--- src/rtl/instr_encoder.sv ---
// Streaming RV32I instruction encoder: packs field-level requests into 32-bit
// words and writes them sequentially into instruction memory.
module instr_encoder #(
  parameter int unsigned ADDR_WIDTH = 8
) (
  input  logic                  clk,
  input  logic                  rst,
  input  logic                  restart,
  input  logic                  req_valid,
  output logic                  req_ready,
  input  logic [2:0]            req_class,
  input  logic [4:0]            req_rd,
  input  logic [4:0]            req_rs1,
  input  logic [4:0]            req_rs2,
  input  logic [2:0]            req_funct3,
  input  logic [6:0]            req_funct7,
  input  logic [31:0]           req_imm,
  output logic                  mem_we,
  output logic [ADDR_WIDTH-1:0] mem_addr,
  output logic [31:0]           mem_wdata,
  output logic [ADDR_WIDTH:0]   count,
  output logic                  full,
  output logic                  err
);

  localparam int unsigned CNT_W = ADDR_WIDTH + 1;
  localparam logic [CNT_W-1:0] CAPACITY = CNT_W'(1) << ADDR_WIDTH;

  localparam logic [6:0] OP_R      = 7'b0110011;
  localparam logic [6:0] OP_I_ALU  = 7'b0010011;
  localparam logic [6:0] OP_LOAD   = 7'b0000011;
  localparam logic [6:0] OP_STORE  = 7'b0100011;
  localparam logic [6:0] OP_BRANCH = 7'b1100011;
  localparam logic [6:0] OP_JAL    = 7'b1101111;
  localparam logic [6:0] OP_LUI    = 7'b0110111;
  localparam logic [6:0] OP_JALR   = 7'b1100111;

  typedef enum logic {
    ST_LOADING,
    ST_FULL
  } state_e;

  state_e                state_q, state_d;
  logic [CNT_W-1:0]      count_q, count_d;
  logic                  err_q, err_d;
  logic                  mem_we_q, mem_we_d;
  logic [ADDR_WIDTH-1:0] mem_addr_q, mem_addr_d;
  logic [31:0]           mem_wdata_q, mem_wdata_d;

  logic [31:0] enc_word;
  logic        enc_legal;
  logic        fits12, fits13, fits21;
  logic        accept;

  // Signed-range checks: all bits above the field's sign bit must match it.
  assign fits12 = (&req_imm[31:11]) | ~(|req_imm[31:11]);
  assign fits13 = (&req_imm[31:12]) | ~(|req_imm[31:12]);
  assign fits21 = (&req_imm[31:20]) | ~(|req_imm[31:20]);

  always_comb begin
    enc_word  = 32'd0;
    enc_legal = 1'b1;
    case (req_class)
      3'd0: enc_word = {req_funct7, req_rs2, req_rs1, req_funct3, req_rd, OP_R};
      3'd1: begin
        enc_word  = {req_imm[11:0], req_rs1, req_funct3, req_rd, OP_I_ALU};
        enc_legal = fits12;
      end
      3'd2: begin
        enc_word  = {req_imm[11:0], req_rs1, req_funct3, req_rd, OP_LOAD};
        enc_legal = fits12;
      end
      3'd3: begin
        enc_word  = {req_imm[11:5], req_rs2, req_rs1, req_funct3, req_imm[4:0], OP_STORE};
        enc_legal = fits12;
      end
      3'd4: begin
        enc_word  = {req_imm[12], req_imm[10:5], req_rs2, req_rs1, req_funct3,
                     req_imm[4:1], req_imm[11], OP_BRANCH};
        enc_legal = fits13 & ~req_imm[0];
      end
      3'd5: begin
        enc_word  = {req_imm[20], req_imm[10:1], req_imm[11], req_imm[19:12], req_rd, OP_JAL};
        enc_legal = fits21 & ~req_imm[0];
      end
      3'd6: begin
        enc_word  = {req_imm[31:12], req_rd, OP_LUI};
        enc_legal = ~(|req_imm[11:0]);
      end
      default: begin
        enc_word  = {req_imm[11:0], req_rs1, 3'b000, req_rd, OP_JALR};
        enc_legal = fits12;
      end
    endcase
  end

  assign req_ready = (state_q != ST_FULL) & ~restart;
  assign accept    = req_valid & req_ready;

  // Next-state: restart clears the pointer and flags; accepted requests either write or flag an error.
  always_comb begin
    state_d     = state_q;
    count_d     = count_q;
    err_d       = err_q;
    mem_we_d    = 1'b0;
    mem_addr_d  = mem_addr_q;
    mem_wdata_d = mem_wdata_q;
    if (restart) begin
      state_d = ST_LOADING;
      count_d = '0;
      err_d   = 1'b0;
    end else if (accept) begin
      if (enc_legal) begin
        mem_we_d    = 1'b1;
        mem_addr_d  = count_q[ADDR_WIDTH-1:0];
        mem_wdata_d = enc_word;
        count_d     = count_q + CNT_W'(1);
        if (count_d == CAPACITY) state_d = ST_FULL;
      end else begin
        err_d = 1'b1;
      end
    end
  end

  always_ff @(posedge clk) begin
    if (rst) begin
      state_q     <= ST_LOADING;
      count_q     <= '0;
      err_q       <= 1'b0;
      mem_we_q    <= 1'b0;
      mem_addr_q  <= '0;
      mem_wdata_q <= 32'd0;
    end else begin
      state_q     <= state_d;
      count_q     <= count_d;
      err_q       <= err_d;
      mem_we_q    <= mem_we_d;
      mem_addr_q  <= mem_addr_d;
      mem_wdata_q <= mem_wdata_d;
    end
  end

  assign mem_we    = mem_we_q;
  assign mem_addr  = mem_addr_q;
  assign mem_wdata = mem_wdata_q;
  assign count     = count_q;
  assign full      = (state_q == ST_FULL);
  assign err       = err_q;

endmodule

--- config.mk ---
export PLATFORM = sky130hd
export DESIGN_NAME = instr_encoder
export DESIGN_NICKNAME = d
export VERILOG_FILES = /design/src/rtl/instr_encoder.sv
export SDC_FILE = /design/constraint.sdc
export NUM_CORES = 1
export LEC_CHECK = 0
export ABC_AREA = 1
export CAP_MARGIN = 30
export CORE_UTILIZATION = 30
export DETAILED_ROUTE_END_ITERATION = 8
export DONT_BUFFER_PORTS = 1
export HOLD_SLACK_MARGIN = 0.15
export PLACE_DENSITY = 0.44
export SETUP_SLACK_MARGIN = 0.3
export SYNTH_ARGS = -nofsm -noshare
export SYNTH_HDL_FRONTEND = slang
export SYNTH_SLANG_ARGS = --single-unit
--- constraint.sdc ---
create_clock -name clk -period 2.1 [get_ports clk]
set_input_delay 0 -clock clk [delete_from_list [all_inputs] [get_ports clk]]
set_output_delay 0 -clock clk [all_outputs]
set_load 0.05 [all_outputs]
==> flow_summary.yaml <==
critical_path:
  end_kind: "register"
  worstSetupStartpointType: "register"
  required_ns: 2.33
  cp_max_fo: 5
  worst-path-buf-inv: 1
  reg2reg_depth: 11
  worstSetupPathType: "reg -> reg"
  crit_slowest_cell: "dfxtp_2"
  rrSetupSlack_ns: 0.49
  slowest_delay_ns: 0.34
  path_delay_family: "simple AND/OR/NAND/NOR gates"
  rr_endpoint: "full$_SDFFE_PP0P_"
  cp_common_cell: "nand2_1"
  cp.depth: 11
  worstReg2RegStart: "count[1]$_SDFFE_PP0P_"
  cp_data_arrival_time_ns: 1.84
  path_cells: "buf_4 -> nand2_1 -> nor2_1 -> nand2_1 -> nand2_1 -> nand2_1 -> nor2_1 -> nand3_1 -> nor2_1 -> nand3_1 -> a21oi_1"
floorplanning:
  die_x_um: 102.2
  floorplan.initialDensity: 0.3093
  dieHeight_um: 102.2
  die-area_sq_mm: 0.01043
  ios: 117
  rows: 36
  core_area_sq_mm: 0.009729
sta:
  relSlewSlack: 0.5123
  period_share: 0.7654
  worst_slew_pin_slew_ns: 0.7308
  grt_setup_unrepaired: "false"
  hold_viol: 0
  fin_ws_ns: 0.4926
  clock-skew-final_ns: 0.004240
  period_needed_ns: 1.607
  setup_tns_ns: 0
  report.final.slew_viol_count: 0
  setup_viol: 0
  holdWs_ns: 0.1851
  fmax_ghz: 0.6221
synth:
  ys_seq_area_frac: 0.3393
  yosysUniqueCellTypes: 29
  synth_nets: 556
  synth_most_common_cell: "nand2_1"
  syn-cell-area_sq_mm: 0.003009
  synthArstFlopShare: 0
  synthFlopType: "dfxtp_1"
  yosys-top-cells-count: "138 x nand2_1, 77 x nor2_1, 61 x a21oi_1, 57 x nand3_1, 51 x dfxtp_1"
  ys_ff_latch: 51
  syn_inst: 490
  synth.avg_cell_area_sq_um: 6.141
  ys.warnings.count: 0
  synth_top_area_frac: 0.3393
  synth_edf_count: 0
  yosys.area.top_type: "dfxtp_1"
  synth_area_leaders: "dfxtp_1 34%, nand2_1 17%, a21oi_1 10%"
clock_network:
  cts_made_buffers: 5
  cts_sinks: 51
  root_buffer: "clkbuf_8"
  clk_pin_slew_ns: 0.10
  clk_latency_ns: 0.30
  max-clock-path-buffers: 2
  cts_tree: "yes"
  htree_levels: 2
place:
  place_ws_ns: 0.4335
  place.gp.congestion: 0.9153
  dp_hpwl_um: 7169
  port_buffers: 0
  placedCellCount: 619
power:
  powerDensity_mw_per_mm2: 527.5
  vdd_ir_drop_max_mv: 0.3356
  static-leakage-power_nw: 1.590
  finalPower_w: 0.002056
finish:
  area_delta_synth_final_pct: 29.52
  nNetsFinal: 616
  stdcell_count: 684
  antenna_cells: 0
  drive_gt1_frac: 0.07985
min_path:
  whs_path_depth: 6
  hp-class: "in -> reg"
  min_from: "req_imm[11]"
  hold_path_end: "mem_wdata[7]$_SDFFE_PP0P_"
route:
  dr.pass1.iters: 4
  drtIter0Drc: 58
  ant_nets: 0
  via_per_inst: 4.813
  num_vias: 3292
  route.detailed.drc: 0
  drt_wl_total_um: 9717
  routedWlPerCell_um: 14.21
flow_run:
  cap_violations: 0
global_routing:
  antenna_found_initial: 0
  first_global_vias: 3189
  grt_pass1_wl_um: 15710
  grt.total_usage: 0.1913
  grt_max_degree: 47
  overflow: 0
status:
  outcome: "finished clean"
## stage by stage
step	utilization	instance area [sq um]
finish	0.4006	3897
global route	0.4006	3897
CTS	0.3993	3885
detailed placement	0.3310	3221
global placement	0.3310	3221
floorplan	-	3028
## cells by family after synthesis
family	after synthesis	share of synthesized area
and+or+nand+nor	281	0.3863
adders and majority gates	2	0.008315
muxes	3	0.009980
AOI/OAI and AO/OA	88	0.1551
buffers and inverters	62	0.09231
xor gates and xnor gates	3	0.008733
DFF	51	0.3393
## per-layer routing
layer	wire (um)	track usage	vias up
met4	98	0.04286	0
met2	4825	0.3392	88
met5	0	0	-
met3	800	0.06156	10
li1	-	-	1708
met1	3991	0.2239	1486
## how the worst max path moves through the flow
stage	start	endpoint	slack (ns)
2_1_floorplan	full$_SDFFE_PP0P_	mem_addr[2]$_SDFFE_PP0P_	0.31
3_3_place_gp	count[1]$_SDFFE_PP0P_	full$_SDFFE_PP0P_	0.50
3_5_place_dp	req_class[1]	mem_wdata[8]$_SDFFE_PP0P_	0.43
4_1_cts	req_class[0]	mem_wdata[23]$_SDFFE_PP0P_	0.42
5_1_grt	count[1]$_SDFFE_PP0P_	full$_SDFFE_PP0P_	0.31
6_report	count[1]$_SDFFE_PP0P_	full$_SDFFE_PP0P_	0.49
## where the power goes
group	leakage, nW	internal [W]	switching, W
Sequential	0.413	0.000980	0.0000503
Clock	0.0505	0.000301	0.000349
Combinational	1.13	0.000180	0.000197
Total	1.59	0.00146	0.000596
## what timing repair did
| action | CTS | global route |
|---|---|---|
| buffers inserted | 0 | 1 |
| endpoints found under the setup margin | 0 | 3 |
| hold endpoints to repair | 50 | 0 |
| hold buffers | 56 | 0 |
| gates resized for setup | 0 | 2 |
## layout by cell type (no fill, tap or decap), types with 6 or more instances in the layout
cell / count
inv_1: 29
dfxtp_1: 49
o21ai_0: 15
nor2_1: 76
a21oi_1: 61
nand3_1: 57
inv_2: 6
nand2_1: 138
dlygate4sd3_1: 56
buf_4: 22
clkbuf_8: 7
## layout make-up
cell class,instances,area [sq um]
flip-flops and latches,51,1023
fillers,1076,5832
inverters,36,135.1
well taps,133,166.4
clock inverters,1,7.507
repair buffers,79,745.7
clock buffers,7,96.34
multi-input cells,377,1723
## registers in the layout (all words and copies together), names as in the netlist
| name | flops |
|---|---|
| mem_wdata | 31 |
| mem_addr | 8 |
| mem_we | 1 |
| count | 9 |
| full | 1 |
| err | 1 |
## worst register-to-register path, cell delays in order (launching register included)
cell and delay, ns:
dfxtp_2 0.34, buf_4 0.22, nand2_1 0.11, nor2_1 0.20, nand2_1 0.08, nand2_1 0.06, nand2_1 0.06, nor2_1 0.10
nand3_1 0.08, nor2_1 0.09, nand3_1 0.08, a21oi_1 0.13
No activity file was read; power rests on OpenSTA's default activity.
